<file path="config.mk">
export PLATFORM = sky130hd
export DESIGN_NAME = instr_fetch_unit
export DESIGN_NICKNAME = d
export VERILOG_FILES = /design/src/rtl/if_pkg.sv /design/src/rtl/instr_fetch_unit_fifo.sv /design/src/rtl/instr_fetch_unit.sv
export SDC_FILE = /design/constraint.sdc
export NUM_CORES = 1
export LEC_CHECK = 0
export BUFFER_PORTS_ARGS = -buffer_cell sky130_fd_sc_hd__clkbuf_2
export CAP_MARGIN = 20
export CORE_ASPECT_RATIO = 2
export CORE_UTILIZATION = 50
export DETAILED_ROUTE_END_ITERATION = 10
export PLACE_DENSITY = 0.76
export SLEW_MARGIN = 25
export SYNTH_ARGS = -nofsm -noshare
export SYNTH_HDL_FRONTEND = slang
export SYNTH_SLANG_ARGS = --single-unit
</file>
<file path="constraint.sdc">
create_clock -name clk -period 5.95 [get_ports clk]
set_clock_uncertainty 0.05 [all_clocks]
set_input_delay 0.595 -clock clk [delete_from_list [all_inputs] [get_ports clk]]
set_output_delay 0.595 -clock clk [all_outputs]
set_load 0.005 [all_outputs]
</file>
<file path="src/rtl/if_pkg.sv">
// Shared types and constants for the instruction fetch unit.
package if_pkg;

  localparam int INSTR_W = 32;
  localparam int XLEN    = 32;
  localparam logic [INSTR_W-1:0] RV_NOP = 32'h0000_0013;

  typedef enum logic {FETCH = 1'b0, DRAIN = 1'b1} if_state_t;

  function automatic logic [XLEN-1:0] pc_next(input logic [XLEN-1:0] pc);
    return pc + 32'd4;
  endfunction

  function automatic logic [XLEN-1:0] align_pc(input logic [XLEN-1:0] pc);
    return pc & 32'hFFFF_FFFC;
  endfunction

endpackage

</file>
<file path="src/rtl/instr_fetch_unit_fifo.sv">
// Synchronous {instr, pc} buffer between imem responses and decode.
module fetch_fifo
  import if_pkg::*;
#(
  parameter int DEPTH = 2
) (
  input  logic                          clk,
  input  logic                          rst,
  input  logic                          push,
  input  logic                          pop,
  input  logic                          flush,
  input  logic [INSTR_W-1:0]            wr_instr,
  input  logic [XLEN-1:0]               wr_pc,
  output logic [INSTR_W-1:0]            rd_instr,
  output logic [XLEN-1:0]               rd_pc,
  output logic                          empty,
  output logic [$clog2(DEPTH):0]        count
);

  localparam int AW = $clog2(DEPTH);

  logic [INSTR_W-1:0] instr_mem [DEPTH];
  logic [XLEN-1:0]    pc_mem    [DEPTH];
  logic [AW-1:0]      wr_ptr;
  logic [AW-1:0]      rd_ptr;
  logic [AW:0]        cnt;

  // Pointer and occupancy tracking; flush wins over push and pop.
  always_ff @(posedge clk or posedge rst) begin
    if (rst) begin
      wr_ptr <= '0;
      rd_ptr <= '0;
      cnt    <= '0;
    end else if (flush) begin
      wr_ptr <= '0;
      rd_ptr <= '0;
      cnt    <= '0;
    end else begin
      if (push) wr_ptr <= wr_ptr + 1'b1;
      if (pop)  rd_ptr <= rd_ptr + 1'b1;
      case ({push, pop})
        2'b10:   cnt <= cnt + 1'b1;
        2'b01:   cnt <= cnt - 1'b1;
        default: cnt <= cnt;
      endcase
    end
  end

  // Storage array; contents are don't-care while empty so it carries no reset.
  always_ff @(posedge clk) begin
    if (push && !flush) begin
      instr_mem[wr_ptr] <= wr_instr;
      pc_mem[wr_ptr]    <= wr_pc;
    end
  end

  assign rd_instr = instr_mem[rd_ptr];
  assign rd_pc    = pc_mem[rd_ptr];
  assign empty    = (cnt == '0);
  assign count    = cnt;

endmodule

</file>
<file path="src/rtl/instr_fetch_unit.sv">
// Fetch stage: PC, credit-limited imem requests, response buffering, redirect.
// Optional misaligned-redirect trap enabled by defining IF_ALIGN_CHK_EN.
module instr_fetch_unit
  import if_pkg::*;
#(
  parameter logic [31:0] RESET_PC   = 32'h0000_0000,
  parameter int          FIFO_DEPTH = 2
) (
  input  logic        clk,
  input  logic        rst,
  output logic        imem_req,
  output logic [31:0] imem_addr,
  input  logic        imem_gnt,
  input  logic        imem_rvalid,
  input  logic [31:0] imem_rdata,
  input  logic        redirect,
  input  logic [31:0] redirect_pc,
  output logic        instr_valid,
  input  logic        instr_ready,
  output logic [31:0] instr,
  output logic [31:0] instr_pc,
  output logic        fetch_misalign
);

  localparam int CW = $clog2(FIFO_DEPTH) + 1;
  localparam logic [CW:0] DEPTH_C = FIFO_DEPTH[CW:0];

  if_state_t          state;
  if_state_t          state_next;
  logic [XLEN-1:0]    pc_q;
  logic [XLEN-1:0]    rsp_pc_q;
  logic [XLEN-1:0]    target;
  logic [CW-1:0]      outstanding;
  logic [CW-1:0]      outstanding_next;
  logic [CW-1:0]      discard;
  logic [CW-1:0]      discard_next;
  logic [CW-1:0]      fifo_count;
  logic [CW:0]        credit_used;
  logic               fifo_empty;
  logic               accept;
  logic               push;
  logic               pop;
  logic               misalign_q;
  logic [INSTR_W-1:0] head_instr;
  logic [XLEN-1:0]    head_pc;

  assign target = align_pc(redirect_pc);

`ifdef IF_ALIGN_CHK_EN
  // A misaligned target parks fetch until the next aligned redirect.
  always_ff @(posedge clk or posedge rst) begin
    if (rst) begin
      misalign_q <= 1'b0;
    end else if (redirect) begin
      misalign_q <= (redirect_pc[1:0] != 2'b00);
    end
  end
`else
  assign misalign_q = 1'b0;
`endif

  // Request credits, response routing and next-state decode.
  always_comb begin
    credit_used      = {1'b0, outstanding} + {1'b0, fifo_count};
    imem_req         = 1'b0;
    accept           = 1'b0;
    push             = 1'b0;
    pop              = 1'b0;
    outstanding_next = outstanding;
    discard_next     = discard;
    state_next       = state;

    if (!rst && state == FETCH && !redirect && !misalign_q && credit_used < DEPTH_C) begin
      imem_req = 1'b1;
    end else begin
      imem_req = 1'b0;
    end
    accept = imem_req & imem_gnt;
    push   = imem_rvalid & (discard == '0) & ~redirect;
    pop    = instr_valid & instr_ready & ~redirect;

    case ({accept, imem_rvalid})
      2'b10:   outstanding_next = outstanding + 1'b1;
      2'b01:   outstanding_next = outstanding - 1'b1;
      default: outstanding_next = outstanding;
    endcase

    // Every request still in flight at a redirect belongs to the old stream.
    if (redirect) begin
      discard_next = outstanding - {{(CW-1){1'b0}}, imem_rvalid};
    end else if (imem_rvalid && discard != '0) begin
      discard_next = discard - 1'b1;
    end else begin
      discard_next = discard;
    end

    case (state)
      FETCH: begin
        if (redirect && discard_next != '0) state_next = DRAIN;
        else                                state_next = FETCH;
      end
      DRAIN: begin
        if (discard_next == '0) state_next = FETCH;
        else                    state_next = DRAIN;
      end
      default: state_next = FETCH;
    endcase
  end

  // Fetch-side state registers.
  always_ff @(posedge clk or posedge rst) begin
    if (rst) begin
      state       <= FETCH;
      pc_q        <= RESET_PC;
      rsp_pc_q    <= RESET_PC;
      outstanding <= '0;
      discard     <= '0;
    end else begin
      state       <= state_next;
      outstanding <= outstanding_next;
      discard     <= discard_next;
      if (redirect) begin
        pc_q     <= target;
        rsp_pc_q <= target;
      end else begin
        if (accept) pc_q     <= pc_next(pc_q);
        if (push)   rsp_pc_q <= pc_next(rsp_pc_q);
      end
    end
  end

  fetch_fifo #(
    .DEPTH(FIFO_DEPTH)
  ) u_fifo (
    .clk      (clk),
    .rst      (rst),
    .push     (push),
    .pop      (pop),
    .flush    (redirect),
    .wr_instr (imem_rdata),
    .wr_pc    (rsp_pc_q),
    .rd_instr (head_instr),
    .rd_pc    (head_pc),
    .empty    (fifo_empty),
    .count    (fifo_count)
  );

  assign imem_addr      = pc_q;
  assign instr_valid    = ~fifo_empty & ~misalign_q;
  assign instr          = instr_valid ? head_instr : RV_NOP;
  assign instr_pc       = head_pc;
  assign fetch_misalign = misalign_q;

endmodule
</file>
# Word level (Yosys, flattened, before mapping)
# Memory sizes are Yosys's and may differ from the RTL's.
# Cells that the tools add are included.
[classes]
n_eq_ne = 4
add_sub_neg = 11
bitwise = 8
n_mux = 20
order_cmp = 1
reduce_logical = 18
[op_table]
columns = ["op", "count"]
rows = [
  ["$mux 32", 5],
  ["$add 32x3->32 const B", 2],
  ["$reduce_bool 2->1", 6],
  ["$mux 1", 9],
  ["$pmux 2 s2", 2],
  ["$logic_and 1x1->1", 6],
  ["$logic_not 2->1", 3],
  ["$mux 2", 3],
  ["$sub 2x1->2 const B", 3],
  ["$and 1x1->1", 5],
  ["$add 2x1->2 const B", 2],
  ["$eq 2x1->1 const B", 2],
  ["$eq 2x2->1 const B", 2],
  ["$add 2x2->3", 1],
  ["$lt 3x2->1 const B", 1],
  ["$not 1->1", 3],
  ["$reduce_bool 3->1", 1],
  ["$add 1x1->1 const B", 2],
  ["$logic_not 1->1", 2],
  ["$pmux 1 s2", 1],
  ["$sub 2x1->2", 1],
]
[totals]
word_cells = 72
in_bits = 70
out_inout_bits = 99
memories = 2
ram_bits = 128
reg_bits = 73
[mem_list]
columns = ["memory", "depth", "width", "read_ports", "rd_clocked_by_memory_dff", "wr", "line", "text"]
rows = [
  ["u_fifo.instr_mem", 2, 32, 1, 0, 1, "instr_fetch_unit_fifo.sv:22", "logic [INSTR_W-1:0] instr_mem [DEPTH];"],
  ["u_fifo.pc_mem", 2, 32, 1, 0, 1, "instr_fetch_unit_fifo.sv:23", "logic [XLEN-1:0] pc_mem [DEPTH];"],
]

# Logic depth before layout (Yosys ltp)
# Gate-level depths: netlist of run 1.
[logic_depth]
ltp_word = 8
depth_mapped = 10
mapped_depth_nobuf = 9

# Cells and area by module
# A second synthesis of run 1 with hierarchy kept.
[hier_totals]
hier_cells = 665
hier_area_um2 = 9076.2
[modules_own_cells]
columns = ["module", "cells_per_inst", "instances", "seq_area_each_um2", "area_per_inst_um2"]
rows = [
  ["fetch_fifo", 220, 1, 3943.8, 5036.1],
  ["instr_fetch_unit", 445, 1, 1626.6, 4040.1],
]

# Worst setup path before layout of run 1
# No wires, ideal clock.
[synth_timing]
path_kind = "input to register"
start = "in redirect"
end = "mem u_fifo.instr_mem[1][0], enable pin"
stages = 3
path_buffers = 2
setup_slack_ns = -0.222
required_time_ns = 5.329
setup_ns = 0.571
arrival_ns = 5.551
cell_sequence = "clkbuf_1 -> clkbuf_1 -> nor3b_1"
[synth_via]
elab_chain_len = 5
elab_cells_between_ends = 6
cone_classes = "mux (2); bitwise (2); reduce/logical (2)"
[synth_lines]
columns = ["element", "line", "text"]
rows = [
  ["start, declared", "instr_fetch_unit.sv:16", "input logic redirect,"],
  ["$not 1->1", "instr_fetch_unit.sv:79", "push = imem_rvalid & (discard == '0) & ~redirect;"],
  ["$and 1x1->1", "instr_fetch_unit.sv:79", ""],
  ["$logic_and 1x1->1 (*)", "instr_fetch_unit_fifo.sv:51", "if (push && !flush) begin"],
  ["$mux 1 (*)", "instr_fetch_unit_fifo.sv:51", ""],
  ["$mux 1 (implied by the code) (*)", "instr_fetch_unit_fifo.sv:52", "instr_mem[wr_ptr] <= wr_instr;"],
  ["end, declared", "instr_fetch_unit_fifo.sv:22", ""],
]
# Mark *: on every way between the ends. The rest lies on a longest branch, timed or not.

# Worst setup path in the final report of run 1
[layout_timing]
start = "reg u_fifo.cnt[0], in the netlist u_fifo.count[0]"
end = "reg pc_q[4], in the netlist imem_addr[4]"
[layout_via]
elab_chain_len = 6
[layout_lines]
columns = ["element", "line", "text"]
rows = [
  ["start, declared", "instr_fetch_unit_fifo.sv:26", "logic [AW:0] cnt;"],
  ["start signal, assigned", "instr_fetch_unit_fifo.sv:42", "2'b10: cnt <= cnt + 1'b1;"],
  ["start signal, assigned", "instr_fetch_unit_fifo.sv:43", "2'b01: cnt <= cnt - 1'b1;"],
  ["start signal, assigned", "instr_fetch_unit_fifo.sv:44", "default: cnt <= cnt;"],
  ["$add 2x2->3", "instr_fetch_unit.sv:64", "credit_used = {1'b0, outstanding} + {1'b0, fifo_count};"],
  ["$lt 3x2->1", "instr_fetch_unit.sv:73", "if (!rst && state == FETCH && !redirect && !misalign_q && credit_used < DEPTH_C) begin"],
  ["$logic_and 1x1->1", "instr_fetch_unit.sv:73", ""],
  ["$mux 1", "instr_fetch_unit.sv:73", ""],
  ["$and 1x1->1", "instr_fetch_unit.sv:78", "accept = imem_req & imem_gnt;"],
  ["$reduce_bool 2->1 (no line)", "-", ""],
  ["end signal, assigned", "instr_fetch_unit.sv:123", "pc_q <= target;"],
  ["end signal, assigned", "instr_fetch_unit.sv:126", "if (accept) pc_q <= pc_next(pc_q);"],
  ["end, declared", "instr_fetch_unit.sv:30", "logic [XLEN-1:0] pc_q;"],
]
# Every way passes these cells.
# A chain may end at the register's enable or synchronous reset.

==> reports/qor.txt, run 1 <==
FF+latch count, synth: 193
crit path DAT: 4.11 ns
Final TNS setup: 0 ns
post-synthesis average cell area: 12.9 sq um
CTS Buffer Depth: 2
worst vdd ir: 0.211 mV
cells along the critical path: and2_1, fa_1, nor4_1, and2_1, inv_1, nand2_1, o21ai_0, a221o_1
final instance area: 10000 sq um
EDFF count, synth: 124
fin cells: 1035
share of cells above drive strength 1: 29.5%
synthesized area: 8450 sq um
worst rel slew slack: 33.9%
sequential area share after synthesis: 64.5%
RSZ-0062 raised after global routing: no
WL per Instance: 17.9 um
starting density of the core: 51.4%
status: finished clean
Static Leak: 3.87 nW
CTS tree: done
combinational share of power: 14.2%
All-Layer GR Usage: 22.2%
Layout area overhead: 18.8%
Place WS: 2.09 ns
TritonCTS buffer count: 17
Fillers: 1340
DRC Markers: 0
largest net degree at the start of global routing: 71
Slowest cell on crit path: and2_1
Rows: 66
Primary FF master, synth: edfxtp_1
Tcrit/Tclk final: 64.5%
Setup crit end kind: flip-flop
Port Buf Inserts: 161
Reg power frac: 51.9%
Top Ports: 169
max incr delay on CP: 0.64 ns
sw power: 888 uW
Worst-path clk slew: 0.07 ns
Clock Sinks: 193
count of final setup violators: 0
Sw Ratio: 27.3%
Die Area: 17500 sq um
Placement Cell Area: 9460 sq um
Synth area leader: edfxtp_1
placed wire-length estimate: 13.0 mm
first-pass GRT wire length: 28.9 mm
vias in the first global route: 5791
Via Count: 5834
Synth area leaders: edfxtp_1 44%, dfrtp_1 20%, mux2_2 4.5%
WS Path Type: reg -> reg
initial antenna violation count: 0
Cells after Synth: 657
most used cell, CP: and2_1
chip width: 93.9 um
Pint: 2.37 mW
Clk pwr share: 33.9%
WL final: 18.5 mm
count leader, synth: edfxtp_1
H-tree levels: 4
fin. max-slew vios: 0
power per cell area: 324 nW/um^2
Worst Setup Start Kind: flip-flop
CTS root buffer: clkbuf_16
Ys Warns: 0
placed insts: 1003
post-CTS sizing: 0
worst-margin pin slew: 0.990 ns
Post-synth top cells: 124 x edfxtp_1, 69 x dfrtp_1, 60 x nor2_1
Synth async-reset ratio: 35.8%
GRT Residual Overflow: 0
hold buffer count at cts: 0
Max-Cap Viols: 0
Synth top area share: 44.1%
Total Power: 3.26 mW
DR iter-0 viols: 239
post-layout minimum cycle time: 3.84 ns
Die Ht: 186 um
post-CTS setup buffers: 0
Final Hold Violating Endpoints: 0
Detailed Routing Iterations Pass 1: 4
synth unique cells: 47
Worst Slack Setup Final: 2.11 ns
Clock Latency Late Sink: 0.43 ns
nets: 894
Req. time, crit path: 6.22 ns
Max Freq: 261 MHz
Hold WC Path Type: in -> reg
diode count: 0
crit-path max FO: 32
DRT antenna net count: 0
core box area: 16400 sq um
Routability Congestion: 0.865
Vias/cell: 5.64
==> registers in the layout, indices dropped and copies added, names as in the netlist <==
register	count
u_fifo.count	2
discard	2
outstanding	2
u_fifo.rd_ptr	1
state	1
rsp_pc_q	30
u_fifo.wr_ptr	1
imem_addr	30
u_fifo.pc_mem	60
u_fifo.instr_mem	64
==> area by class of cell <==
class	instances	area [sq um]	area share [%]
Multi-Input combinational cell	429	2870	28.6
Tap cell	204	255	2.54
Clock buffer	19	464	4.62
Sequential cell	193	5450	54.3
Clock inverter	13	113	1.12
Timing Repair Buffer	166	843	8.40
Inverter	11	41.3	0.411
==> cells in the final DEF, fill, tap and decap left out, types with 13 or more instances in the layout <==
| cell type | netlist | final |
|---|---|---|
| clkbuf_16 | 0 | 18 |
| clkbuf_2 | 0 | 161 |
| dfrtp_1 | 69 | 68 |
| edfxtp_1 | 124 | 124 |
| mux2_2 | 34 | 34 |
| mux2i_1 | 34 | 34 |
| nand2_1 | 58 | 58 |
| nand3_1 | 38 | 38 |
| nand4_1 | 22 | 22 |
| nor2_1 | 60 | 58 |
| o21ai_0 | 43 | 43 |
| o311ai_0 | 13 | 13 |
| xnor2_1 | 16 | 16 |
| xor2_1 | 23 | 23 |
==> power by group through the flow <==
stage,clock [mW],combinational (mW),sequential [mW]
after floorplan,0,0.307,1.68
after global placement,0,0.458,1.71
after detailed placement,0,0.470,1.72
after CTS,1.13,0.474,1.69
after global routing,1.18,0.523,1.71
final,1.10,0.464,1.69
==> cell families after synthesis <==
logic type	after synthesis	share of synthesized area [%]
AOI/OAI and AO/OA	87	6.51
xor gates and xnor gates	39	4.04
adders and majority gates	6	0.977
buffers and inverters	39	1.97
DFF	193	64.5
muxes	69	8.74
other	1	0.0444
and+or+nand+nor	223	13.2
==> per-layer routing <==
layer,vias up,GRT usage [%],part of all wire (%)
li1,2760,-,-
met5,-,0,0
met3,48,3.84,4.1
met2,168,40.3,55
met1,2858,23.5,36
met4,0,13.4,4.7
==> per-stage QoR <==
| step | util, % | hold slack [ns] |
|---|---|---|
| CTS | 61.1 | 0.287 |
| global placement | 57.6 | 0.446 |
| finish | 61.1 | 0.303 |
| detailed placement | 57.6 | 0.453 |
| global route | 61.1 | 0.289 |
| floorplan | - | 0.413 |
==> worst max-delay path: cells and delay by family (launching register included) <==
family | cells | cell delay (ns)
AND/OR/NAND/NOR | 4 | 1.68
adder cells (fa/ha/maj) | 1 | 0.43
flip-flops | 1 | 0.44
buffers and inverters | 1 | 0.63
AO/OA/AOI/OAI | 2 | 0.48
==> worst paths after layout <==
kind / start / end / slack (ns) / depth (start not counted)
max reg2reg: u_fifo.count[0]$_DFFE_PP0P_ / imem_addr[4]$_DFFE_PP0P_ / 2.11 / 8
max in group asynchronous: rst / u_fifo.rd_ptr$_DFFE_PP0P_ / 4.77 / 3
min in group asynchronous: rst / rsp_pc_q[9]$_DFFE_PP0N_ / 0.35 / 3
min reg2reg: state$_DFF_PP0_ / state$_DFF_PP0_ / 0.47 / 1
min: imem_rdata[8] / u_fifo.instr_mem[1][8]$_DFFE_PP_ / 0.30 / 1
max: u_fifo.count[0]$_DFFE_PP0P_ / imem_addr[4]$_DFFE_PP0P_ / 2.11 / 8
(Power assumes the default switching activity.)
==> run 2: changes to the inputs <==
Settings changed: CORE_UTILIZATION 50 to 55, PLACE_DENSITY 0.76 to 0.8.
Clock period 5.95 ns to 3.7 ns, I/O delays scaled along.
==> reports/qor.txt, run 2 (synthesis gave the netlist of run 1 again) <==
CTS tree: done
WL per Instance: 18.1 um (+0.91%)
vias in the first global route: 5899 (+1.9%)
Critical path origin: u_fifo.count[0]$_DFFE_PP0P_
largest net degree at the start of global routing: 68 (-4.2%)
Worst Setup Start Kind: flip-flop
Max-Cap Viols: 0 (unchanged)
WHS: 0.0885 ns (-0.214 ns)
diode count: 0 (unchanged)
DRC Markers: 0 (unchanged)
max FFs per register: 64 (unchanged)
RSZ-0062 raised after global routing: no
H-tree levels: 4 (unchanged)
Top Ports: 169 (unchanged)
hold path start: imem_rdata[9]
combinational share of power: 14.6% (+0.4 points)
core box area: 14900 sq um (-9.3%)
Clk pwr share: 34.9% (+1.0 points)
Detailed Routing Iterations Pass 1: 4 (unchanged)
worst vdd ir: 0.389 mV (+84%)
CTS Buffer Depth: 2 (unchanged)
starting density of the core: 56.7% (+5.3 points)
Port Buf Inserts: 161 (unchanged)
TritonCTS buffer count: 17 (unchanged)
Via Count: 5871 (+0.63%)
hold buffer count at cts: 1 (+1)
Rows: 63 (-4.5%)
chip width: 89.7 um (-4.6%)
Top Registers: u_fifo.instr_mem x64, u_fifo.pc_mem x60
All-Layer GR Usage: 24.9% (+2.7 points)
WS Path Type: reg -> reg
post-layout minimum cycle time: 3.03 ns (-0.808 ns)
crit-path max FO: 13 (-59%)
worst rel slew slack: 49.2% (+15 points)
Worst-path clk slew: 0.07 ns (about the same)
Setup crit end kind: flip-flop
post-CTS sizing: 0 (unchanged)
Routability Congestion: 0.867 (+0.27%)
Layout area overhead: 20.0%
post-CTS setup buffers: 0 (unchanged)
Req. time, crit path: 3.93 ns (-2.29 ns)
Vias/cell: 5.67 (+0.63%)
crit path DAT: 3.26 ns (-0.85 ns)
GRT Residual Overflow: 0 (unchanged)
power per cell area: 528 nW/um^2 (+63%)
Hold WC Path Type: in -> reg
most common cell after layout, fill and taps aside: clkbuf_2
share of cells above drive strength 1: 29.8% (+0.28 points)
Die Area: 15900 sq um (-8.9%)
fin util: 68.1% (+7.0 points)
Sw Ratio: 26.3% (-0.97 points)
DR iter-0 viols: 242 (+1.3%)
Max Freq: 330 MHz (+27%)
Final TNS setup: 0 ns (unchanged)
status: finished clean
final instance area: 10100 sq um (+1.0%)
initial antenna violation count: 0 (unchanged)
CTS root buffer: clkbuf_16
Largest Register: u_fifo.instr_mem
FF-to-FF Start: u_fifo.count[0]$_DFFE_PP0P_
Pint: 3.94 mW (+67%)
Clock Latency Late Sink: 0.42 ns (about the same)
worst-margin pin slew: 0.757 ns (-0.233 ns)
WL final: 18.7 mm (+0.91%)
Clock Sinks: 193 (unchanged)
Fillers: 1103 (-18%)
Placement Cell Area: 9530 sq um (+0.66%)
first-pass GRT wire length: 29.2 mm (+1.0%)
Final Hold Violating Endpoints: 0 (unchanged)
commonest non-fill, non-tap cells in the layout: 161 x clkbuf_2, 124 x edfxtp_1, 68 x dfrtp_1
fin. max-slew vios: 0 (unchanged)
Die Ht: 177 um (-4.6%)
count of final setup violators: 0 (unchanged)
Static Leak: 3.91 nW (+0.92%)
DRT antenna net count: 0 (unchanged)
Reg power frac: 50.5% (-1.4 points)
nets: 903 (+1.0%)
Tcrit/Tclk final: 81.9% (+17 points)
placed wire-length estimate: 13.4 mm (+2.7%)
sw power: 1.41 mW (+59%)
==> run 2: cell types whose count changed in the layout (fill, tap and decap cells not counted), sizes merged <==
cell	delta
clkbuf	-2
buf	+8
dlygate4sd3	+1
inv	-6
clkinvlp	+5
bufinv	+3
==> run 2: layout make-up <==
class                   instances  area, sq um  area share, %
inverters                      11         41.3          0.407
repair buffers                175          926           9.13
flip-flops and latches        193         5450           53.7
clock inverters                15          181           1.79
well taps                     195          244           2.41
clock buffers                  17          425           4.19
multi-input cells             429         2870           28.3
==> run 2: worst paths after layout <==
kind | to | cells after the start | slack [ns]
min in group asynchronous | imem_addr[3]$_DFFE_PP0P_ | 3 | 0.52
worst min-delay path | u_fifo.instr_mem[1][9]$_DFFE_PP_ | 1 | 0.09
worst max register to register | imem_addr[30]$_DFFE_PP0P_ | 9 | 0.67
worst min register to register | state$_DFF_PP0_ | 1 | 0.46
max in group asynchronous | u_fifo.rd_ptr$_DFFE_PP0P_ | 4 | 2.09
worst max-delay path | imem_addr[30]$_DFFE_PP0P_ | 9 | 0.67
==> run 2: worst max-delay path, stage by stage, from the launching register on <==
cell and delay (ns):
dfrtp_1 0.45, and2_1 0.18, fa_1 0.44, nor4_1 0.52, and2_1 0.23, buf_4 0.22, nor2_1 0.16, buf_4 0.25
o21ai_0 0.21, o311ai_0 0.18
==> run 2: layer usage <==
layer	wire [um]	vias to the layer above	GRT usage (%)
met5	0	-	0
met4	589	0	11.5
met3	642	38	4.33
met2	10700	171	45.4
met1	6750	2892	27.1
li1	-	2770	-
==> run 2: power by group through the flow <==
stage | combinational (mW) | sequential (mW) | clock, mW
after floorplan | 0.499 | 2.69 | 0
after global placement | 0.760 | 2.72 | 0
after detailed placement | 0.786 | 2.74 | 0
after CTS | 0.793 | 2.70 | 1.89
after global routing | 0.883 | 2.73 | 1.97
final | 0.783 | 2.70 | 1.87
==> run 2: stage by stage <==
| step | std cells | power, mW | setup slack [ns] |
|---|---|---|---|
| floorplan | 661 | 3.19 | 0.671 |
| CTS | 1035 | 5.38 | 0.692 |
| global route | 1035 | 5.58 | 0.521 |
| global placement | 1002 | 3.48 | 0.841 |
| finish | 1035 | 5.35 | 0.669 |
| detailed placement | 1002 | 3.52 | 0.723 |
